--- config.mk ---
export PLATFORM = sky130hd
export DESIGN_NAME = codec_sample_sequencer_flat
export DESIGN_NICKNAME = d
export VERILOG_FILES = /design/src/rtl/codec_sample_sequencer_pkg.sv /design/src/rtl/codec_sample_sequencer_if.sv /design/src/rtl/codec_sample_sequencer_sat_counter.sv /design/src/rtl/codec_sample_sequencer.sv /design/src/flat_wrapper.sv
export SDC_FILE = /design/constraint.sdc
export NUM_CORES = 1
export LEC_CHECK = 0
export ABC_AREA = 1
export BUFFER_PORTS_ARGS = -buffer_cell sky130_fd_sc_hd__buf_2
export CAP_MARGIN = 10
export CORE_ASPECT_RATIO = 1.5
export CORE_MARGIN = 5
export CORE_UTILIZATION = 52
export DETAILED_ROUTE_END_ITERATION = 6
export GPL_TIMING_DRIVEN = 0
export PLACE_DENSITY = 0.84
export SETUP_SLACK_MARGIN = 0.3
export SLEW_MARGIN = 25
export SYNTH_ARGS = -nofsm -noshare
export SYNTH_HDL_FRONTEND = slang
export SYNTH_SLANG_ARGS = --single-unit
--- constraint.sdc ---
create_clock -name clk -period 2.97 [get_ports clk]
set_input_delay 0.297 -clock clk [delete_from_list [all_inputs] [get_ports clk]]
set_output_delay 0.297 -clock clk [all_outputs]
set_load 0.02 [all_outputs]
--- src/rtl/codec_sample_sequencer_pkg.sv ---
// ---------------------------------------------------------------------------
// audio_pkg
// Shared audio definitions for the codec sample sequencer and its neighbours.
//   SAMPLE_W    : width of one audio sample (matches the FIR data width)
//   sample_t    : signed two's complement audio sample
//   seq_state_t : sequencer FSM states, in transaction order
// ---------------------------------------------------------------------------
package audio_pkg;

  localparam int SAMPLE_W = 24;

  typedef logic signed [SAMPLE_W-1:0] sample_t;

  typedef enum logic [2:0] {
    IDLE,
    CAPTURE,
    FILTER,
    WAIT_WR,
    WRITE
  } seq_state_t;

endpackage

--- src/rtl/codec_sample_sequencer_if.sv ---
// ---------------------------------------------------------------------------
// codec_sample_sequencer_if
// Codec-side handshake bundle between the audio codec and the sequencer.
//   read_ready  : codec ADC holds a valid stereo pair
//   adc_left/right : ADC sample pair, valid while read_ready=1
//   read        : one-cycle pop strobe to the codec
//   write_ready : codec DAC can accept a pair
//   dac_left/right : pair presented to the codec DAC
//   write       : one-cycle push strobe to the codec
// Modports:
//   master : the sequencer (drives read, write and the DAC pair)
//   slave  : the codec (drives read_ready, write_ready and the ADC pair)
// ---------------------------------------------------------------------------
interface codec_sample_sequencer_if #(
  parameter int SAMPLE_W = audio_pkg::SAMPLE_W
);

  logic                       read_ready;
  logic signed [SAMPLE_W-1:0] adc_left;
  logic signed [SAMPLE_W-1:0] adc_right;
  logic                       read;
  logic                       write_ready;
  logic signed [SAMPLE_W-1:0] dac_left;
  logic signed [SAMPLE_W-1:0] dac_right;
  logic                       write;

  modport master (
    input  read_ready,
    input  adc_left,
    input  adc_right,
    output read,
    input  write_ready,
    output dac_left,
    output dac_right,
    output write
  );

  modport slave (
    output read_ready,
    output adc_left,
    output adc_right,
    input  read,
    output write_ready,
    input  dac_left,
    input  dac_right,
    input  write
  );

endinterface

--- src/rtl/codec_sample_sequencer_sat_counter.sv ---
// ---------------------------------------------------------------------------
// sat_counter
// Saturating up-counter with an increment enable.
//   clk   : system clock
//   reset : asynchronous active-low reset, clears the count
//   inc   : add one on this edge unless already at all-ones
//   count : current value, holds at all-ones instead of wrapping
// ---------------------------------------------------------------------------
module sat_counter #(
  parameter int W = 16
) (
  input  logic         clk,
  input  logic         reset,
  input  logic         inc,
  output logic [W-1:0] count
);

  // Once all-ones is reached the counter freezes so a debug read never
  // shows a small value after a long run of stalls.
  always_ff @(posedge clk or negedge reset) begin
    if (!reset) begin
      count <= '0;
    end else if (inc && (count != {W{1'b1}})) begin
      count <= count + W'(1);
    end
  end

endmodule

--- src/rtl/codec_sample_sequencer.sv ---
// ---------------------------------------------------------------------------
// codec_sample_sequencer
// Moves one stereo pair at a time from the codec ADC through a pair of
// external FIR smoothing filters (or around them in bypass) to the codec DAC.
// Ports:
//   clk           : system clock
//   reset         : asynchronous active-low reset
//   codec         : codec handshake bundle (master side)
//   fir_left_in   : registered sample to the left FIR data input
//   fir_right_in  : registered sample to the right FIR data input
//   fir_en        : one-cycle shift enable to both FIRs
//   fir_left_out  : left FIR combinational output
//   fir_right_out : right FIR combinational output
//   bypass        : 1 = DAC receives the raw sample instead of the FIR output
//   stall_count   : saturating count of pairs that waited for write_ready
// ---------------------------------------------------------------------------
module codec_sample_sequencer
  import audio_pkg::*;
#(
  parameter int SAMPLE_W = audio_pkg::SAMPLE_W,
  parameter int CNT_W    = 16
) (
  input  logic                       clk,
  input  logic                       reset,
  codec_sample_sequencer_if.master   codec,
  output logic signed [SAMPLE_W-1:0] fir_left_in,
  output logic signed [SAMPLE_W-1:0] fir_right_in,
  output logic                       fir_en,
  input  logic signed [SAMPLE_W-1:0] fir_left_out,
  input  logic signed [SAMPLE_W-1:0] fir_right_out,
  input  logic                       bypass,
  output logic [CNT_W-1:0]           stall_count
);

  seq_state_t state;
  logic       first_wait;
  logic       stall_inc;

  // A pair counts as stalled only once, on its first WAIT_WR cycle, no
  // matter how long the DAC keeps write_ready low afterwards.
  assign stall_inc = (state == WAIT_WR) && first_wait && !codec.write_ready;

  // Single-block Moore FSM. Strobes are registered and asserted on the edge
  // that enters their state, so read/fir_en/write are high for exactly the
  // one cycle spent in CAPTURE/FILTER/WRITE.
  //
  // The DAC registers are loaded on the same edge that shifts the FIRs, so
  // they see the filter output computed from the new sample plus the prior
  // history. The FIRs shift in bypass too, keeping their history continuous.
  always_ff @(posedge clk or negedge reset) begin
    if (!reset) begin
      state           <= IDLE;
      first_wait      <= 1'b0;
      codec.read      <= 1'b0;
      fir_en          <= 1'b0;
      codec.write     <= 1'b0;
      fir_left_in     <= '0;
      fir_right_in    <= '0;
      codec.dac_left  <= '0;
      codec.dac_right <= '0;
    end else begin
      case (state)
        IDLE: begin
          if (codec.read_ready) begin
            codec.read <= 1'b1;
            state      <= CAPTURE;
          end
        end

        CAPTURE: begin
          fir_left_in  <= codec.adc_left;
          fir_right_in <= codec.adc_right;
          codec.read   <= 1'b0;
          fir_en       <= 1'b1;
          state        <= FILTER;
        end

        FILTER: begin
          if (bypass) begin
            codec.dac_left  <= fir_left_in;
            codec.dac_right <= fir_right_in;
          end else begin
            codec.dac_left  <= fir_left_out;
            codec.dac_right <= fir_right_out;
          end
          fir_en     <= 1'b0;
          first_wait <= 1'b1;
          state      <= WAIT_WR;
        end

        WAIT_WR: begin
          first_wait <= 1'b0;
          if (codec.write_ready) begin
            codec.write <= 1'b1;
            state       <= WRITE;
          end
        end

        WRITE: begin
          codec.write <= 1'b0;
          state       <= IDLE;
        end

        default: begin
          codec.read  <= 1'b0;
          fir_en      <= 1'b0;
          codec.write <= 1'b0;
          first_wait  <= 1'b0;
          state       <= IDLE;
        end
      endcase
    end
  end

  sat_counter #(
    .W(CNT_W)
  ) u_stall_counter (
    .clk  (clk),
    .reset(reset),
    .inc  (stall_inc),
    .count(stall_count)
  );

endmodule
--- src/flat_wrapper.sv ---
// flat-port wrapper written by rule: the top's interface ports become plain ports
module codec_sample_sequencer_flat import audio_pkg::*;
#(
  parameter int SAMPLE_W = audio_pkg::SAMPLE_W,
  parameter int CNT_W    = 16
)
  (clk, reset, fir_left_in, fir_right_in, fir_en, fir_left_out, fir_right_out, bypass, stall_count, codec_read_ready, codec_adc_left, codec_adc_right, codec_read, codec_write_ready, codec_dac_left, codec_dac_right, codec_write);
  codec_sample_sequencer_if #(.SAMPLE_W(SAMPLE_W)) codec_i ();
  input  logic clk;
  input  logic reset;
  output logic signed [SAMPLE_W-1:0] fir_left_in;
  output logic signed [SAMPLE_W-1:0] fir_right_in;
  output logic fir_en;
  input  logic signed [SAMPLE_W-1:0] fir_left_out;
  input  logic signed [SAMPLE_W-1:0] fir_right_out;
  input  logic bypass;
  output logic [CNT_W-1:0] stall_count;
  input wire logic [$bits(codec_i.read_ready)-1:0] codec_read_ready;
  input wire logic [$bits(codec_i.adc_left)-1:0] codec_adc_left;
  input wire logic [$bits(codec_i.adc_right)-1:0] codec_adc_right;
  output wire logic [$bits(codec_i.read)-1:0] codec_read;
  input wire logic [$bits(codec_i.write_ready)-1:0] codec_write_ready;
  output wire logic [$bits(codec_i.dac_left)-1:0] codec_dac_left;
  output wire logic [$bits(codec_i.dac_right)-1:0] codec_dac_right;
  output wire logic [$bits(codec_i.write)-1:0] codec_write;
  assign codec_i.read_ready = codec_read_ready;
  assign codec_i.adc_left = codec_adc_left;
  assign codec_i.adc_right = codec_adc_right;
  assign codec_read = codec_i.read;
  assign codec_i.write_ready = codec_write_ready;
  assign codec_dac_left = codec_i.dac_left;
  assign codec_dac_right = codec_i.dac_right;
  assign codec_write = codec_i.write;
  codec_sample_sequencer #(.SAMPLE_W(SAMPLE_W), .CNT_W(CNT_W)) u_core (.clk(clk), .reset(reset), .codec(codec_i), .fir_left_in(fir_left_in), .fir_right_in(fir_right_in), .fir_en(fir_en), .fir_left_out(fir_left_out), .fir_right_out(fir_right_out), .bypass(bypass), .stall_count(stall_count));
endmodule
* Word level (Yosys, flattened, before mapping) *
Index checks and enable logic that the tools add are counted.

operators by class
  eq/ne operators = 7
  bitwise gates (word level) = 2
  multiplexer cells = 11
  add/sub/neg operators = 1
  reduce and logical (&&, ||, !) cells = 12

operators by type and width
  operator                                                               count
  24-bit 2-to-1 mux                                                      2
  16-bit by 1-bit adder with 16-bit output, second input constant        1
  16-bit inequality test, second input constant                          1
  3-bit one-hot mux with 4 select lines                                  1
  3-bit OR reduction                                                     4
  1-bit one-hot mux with 2 select lines                                  4
  3-bit by 2-bit equality test with 1-bit output, second input constant  2
  3-bit 2-to-1 mux                                                       2
  2-bit AND reduction                                                    3
  2-bit inequality test, second input constant                           2
  3-bit by 1-bit equality test with 1-bit output, second input constant  1
  3-bit equality test, second input constant                             1
  1-bit logical AND                                                      3
  3-bit zero test                                                        1
  1-bit 2-to-1 mux                                                       2
  1-bit NOT                                                              2
  1-bit zero test                                                        1

word-level totals
  bits in registers = 119
  output and inout bits = 115
  logic and storage cells = 43

* Longest topological paths before layout *
  word-level depth = 4
  gate-level depth with buffers = 9
  depth with buffers taken out = 8

* By module *
Synthesis repeated with hierarchy kept, for this count alone.

unflattened totals
  cell total of the unflattened synthesis = 677
  area, all modules = 5,565.3 sq um

by module, submodules not included
  module                  times used  area each (sq um)  cells each  sequential area each (sq um)
  codec_sample_sequencer  1           4,506.8            528         2,577.5
  sat_counter             1           1,058.5            149         400.4

* Worst setup path before layout *
No wires, ideal clock.

  path kind = reg-to-reg
  from = register u_core.u_stall_counter.count[0]
  to = register u_core.u_stall_counter.count[2]
  path buffers = 1
  period minus slack after synthesis = 1.601 ns
  arrival = 1.478 ns
  cell stages (with the launch flop) = 8
  slack = 1.369 ns
  data required time = 2.847 ns
  cells stage by stage = dfrtp_1 -> ha_1 -> nand3_1 -> nor2_1 -> nand2_1 -> nand2_1 -> buf_4 -> o21ai_1

between the ends
  longest elaborated chain between the ends = 2
  elaborated cells on any way between the ends = 3
  classes of those cells = add/sub (1); eq/ne (1); reduce/logical (1)

RTL lines
  what                                                                              RTL line                                  RTL
  start, declared                                                                   codec_sample_sequencer_sat_counter.sv:15  output logic [W-1:0] count
  start signal, assigned                                                            codec_sample_sequencer_sat_counter.sv:24  count <= count + W'(1);
  branches (longest 2 deep; another with 16-bit by 1-bit adder with 16-bit output)  n/a

Parallel ways; which one is timed is not known.
A chain may end at the register's enable or synchronous reset.

* Final worst setup path *
  from = register u_core.u_stall_counter.count[0]
  to = register u_core.u_stall_counter.count[14]

Same word-level chain as after synthesis.

==> flow_summary.json <==
{
  "dp_hpwl_um": 12100,
  "min_period_ns": 1.85,
  "drtIter0Drc": 308,
  "reg2reg_to": "u_core.u_stall_counter.count[14]",
  "initial_core_util": 0.526,
  "core-area_um2": 10000,
  "layout_commonest_cell": "buf_2",
  "postCtsSetupBuffers": 0,
  "drive_above_1_share": 0.291,
  "ir_drop_v": 0.000624,
  "r2r_setup_slack_ns": 1.12,
  "tns_ns": 0,
  "die_h_um": 133,
  "grt_max_degree": 64,
  "synth-xor-area-share": 0.00830,
  "n_antenna_cell": 0,
  "arrival_ns": 2.19,
  "hold_viol_final": 0,
  "wl_um": 16400,
  "io_pins": 216,
  "drt-vias-per-instance": 5.20,
  "ant_nets": 0,
  "gp_congestion": 0.893,
  "place_area_um2": 6530,
  "rsz0062_at_grt": "false",
  "fin_crit_sh": 0.622,
  "slew_violations": 0,
  "utilization": 0.708,
  "cts_buffer_depth": 2,
  "power_density_nw_per_um2": 1160,
  "portBuffers": 214,
  "preCtsSetupSlack_ns": 1.12,
  "drc": 0,
  "crit_required_ns": 3.31,
  "rows": 45,
  "synth_top_family_by_area": "simple AND/OR/NAND/NOR gates",
  "grt_pass1_vias": 5307,
  "holdWs_ns": 0.0957,
  "path_clk_slew_ns": 0.05,
  "holdCritPathClass": "primary input to register",
  "clkLatencyLatePin_ns": 0.41,
  "grt_antenna_before_repair": 1,
  "cap_viol_max_count": 0,
  "yosys_warnings": 0,
  "maxSlewHeadroom": 0.651,
  "grt_pass1_wl_um": 26500,
  "cts_htree_levels": 4,
  "wl_per_cell_um": 16.3,
  "layout_common_cells": "buf_2 (220), nand2_1 (218), o21ai_0 (148), dfrtp_1 (119), inv_1 (67)",
  "timing.rr.start": "u_core.u_stall_counter.count[0]",
  "start_kind": "register",
  "cts_tree": "done",
  "synthAdderAreaFrac": 0.00237,
  "fillers": 824,
  "outcome": "finished clean",
  "synth_nets": 750,
  "synth_cells": 648,
  "crit_path_end_kind": "register",
  "fmax_mhz": 541,
  "cp-endpoint": "u_core.u_stall_counter.count[14]",
  "drt_first_pass_iters": 5,
  "ys_seq_area_frac": 0.564,
  "crit_fanout": 10,
  "tightest_slew_ns": 0.524,
  "gr-usage-all-layers": 0.278,
  "critPathLaunch": "u_core.u_stall_counter.count[0]",
  "final_nets": 985,
  "synth-compound-area-share": 0.151,
  "clkSinkCount": 119,
  "synth_simple_gate_area_share": 0.199,
  "cts_root_buffer": "clkbuf_16",
  "p_leak_nw": 3.76,
  "gr-total-overflow": 0,
  "skew_ns": 0.00884,
  "die-area_um2": 12300,
  "worstSetupPathType": "register to register",
  "hold_start": "codec_adc_left[8]",
  "reg2regPathDepth": 8,
  "design_area_um2": 7100,
  "synthDistinctLibCells": 24,
  "area_growth_pct": 34.6,
  "fin_ws_ns": 1.12,
  "cts_made_buffers": 17,
  "avgSynthCellArea_um2": 8.14,
  "num_vias": 5265,
  "synth-seq-cells": 119,
  "synth_area_um2": 5280,
  "die_w_um": 92.2,
  "synth_mux_area_frac": 0,
  "setup_viol": 0
}
## final cells by class
| cell class | instances | area [um2] | area share |
|---|---|---|---|
| multi-input cells | 429 | 1910 | 0.269 |
| well taps | 117 | 146 | 0.0206 |
| clock inverters | 9 | 75.1 | 0.0106 |
| inverters | 68 | 255 | 0.0359 |
| clock buffers | 22 | 484 | 0.0682 |
| flip-flops and latches | 119 | 2980 | 0.419 |
| plain buffers | 32 | 136 | 0.0192 |
| repair buffers | 216 | 1120 | 0.158 |
## critical path, stage by stage (launching register included)
cell and delay (ns):
dfrtp_1 0.46, ha_1 0.32, nand3_1 0.22, nor2_1 0.15, nand2_1 0.13, nand2_1 0.17
buf_4 0.20, nand2_1 0.07, nand2_1 0.07
## metal layers
metal | up-vias | GRT usage | wire [um]
met5 | - | 0 | 13
met4 | 2 | 0.119 | 494
met3 | 41 | 0.0893 | 1280
met2 | 236 | 0.482 | 8600
met1 | 2451 | 0.311 | 6050
li1 | 2535 | - | -
## power breakdown
group / internal [W] / switching, W
clock: 0.00122 / 0.000703
sequential: 0.00237 / 0.000443
combinational: 0.00108 / 0.00244
## flip-flops by register name (all words and copies together) (netlist names)
register	count
u_core.codec.dac_left	24
u_core.codec.dac_right	24
u_core.codec.read	1
u_core.codec.write	1
u_core.fir_en	1
u_core.fir_left_in	24
u_core.fir_right_in	24
u_core.first_wait	1
u_core.state	3
u_core.u_stall_counter.count	16
## worst min path at each step
stage                                 endpoint  depth (start not counted)  slack [ns]
floorplan             u_core.codec.dac_left[0]                          0       0.001
global route            u_core.fir_left_in[10]                          3        0.09
detailed placement  u_core.codec.dac_right[14]                          1        0.25
CTS                      u_core.fir_left_in[8]                          3        0.08
finish                   u_core.fir_left_in[8]                          3         0.1
global placement    u_core.codec.dac_right[19]                          2        0.46
## synthesized netlist by cell type
master    instances  area (um2)
a22oi_1           1        7.51
nand2_1         218         818
xnor2_1           3        26.3
buf_2             7        35.0
nand3b_1          2        15.0
nor2_2            3        18.8
o21ai_0         148         741
nand3_2           1        10.0
o21ai_1           7        35.0
xor2_1            2        17.5
inv_1            67         251
buf_1             4        15.0
buf_4             2        15.0
nor2_1           22        82.6
nand3_1          11        55.1
ha_1              1        12.5
nor3_1            1        5.00
o32a_1            1        10.0
nor3_2            1        10.0
dfrtp_1         119        2980
inv_2             1        3.75
a21oi_1           1        5.00
nand4_1           6        37.5
clkbuf_1         19        71.3
## stage by stage
stage               power, W  std cells
finish               0.00826       1012
global route         0.00883       1012
CTS                  0.00831       1012
detailed placement   0.00634        980
global placement     0.00624        979
floorplan            0.00494        648
## what timing repair did
action,CTS,global route
hold buffers,1,0
hold endpoints to repair,56,0
gates resized for setup,0,0
## logic make-up after synthesis
family / count (synthesis)
AO/OA/AOI/OAI: 158
XOR/XNOR: 5
adder cells (fa/ha/maj): 1
buffers and inverters: 100
flip-flops: 119
AND/OR/NAND/NOR: 265
Power figures use the tool's default switching activity.
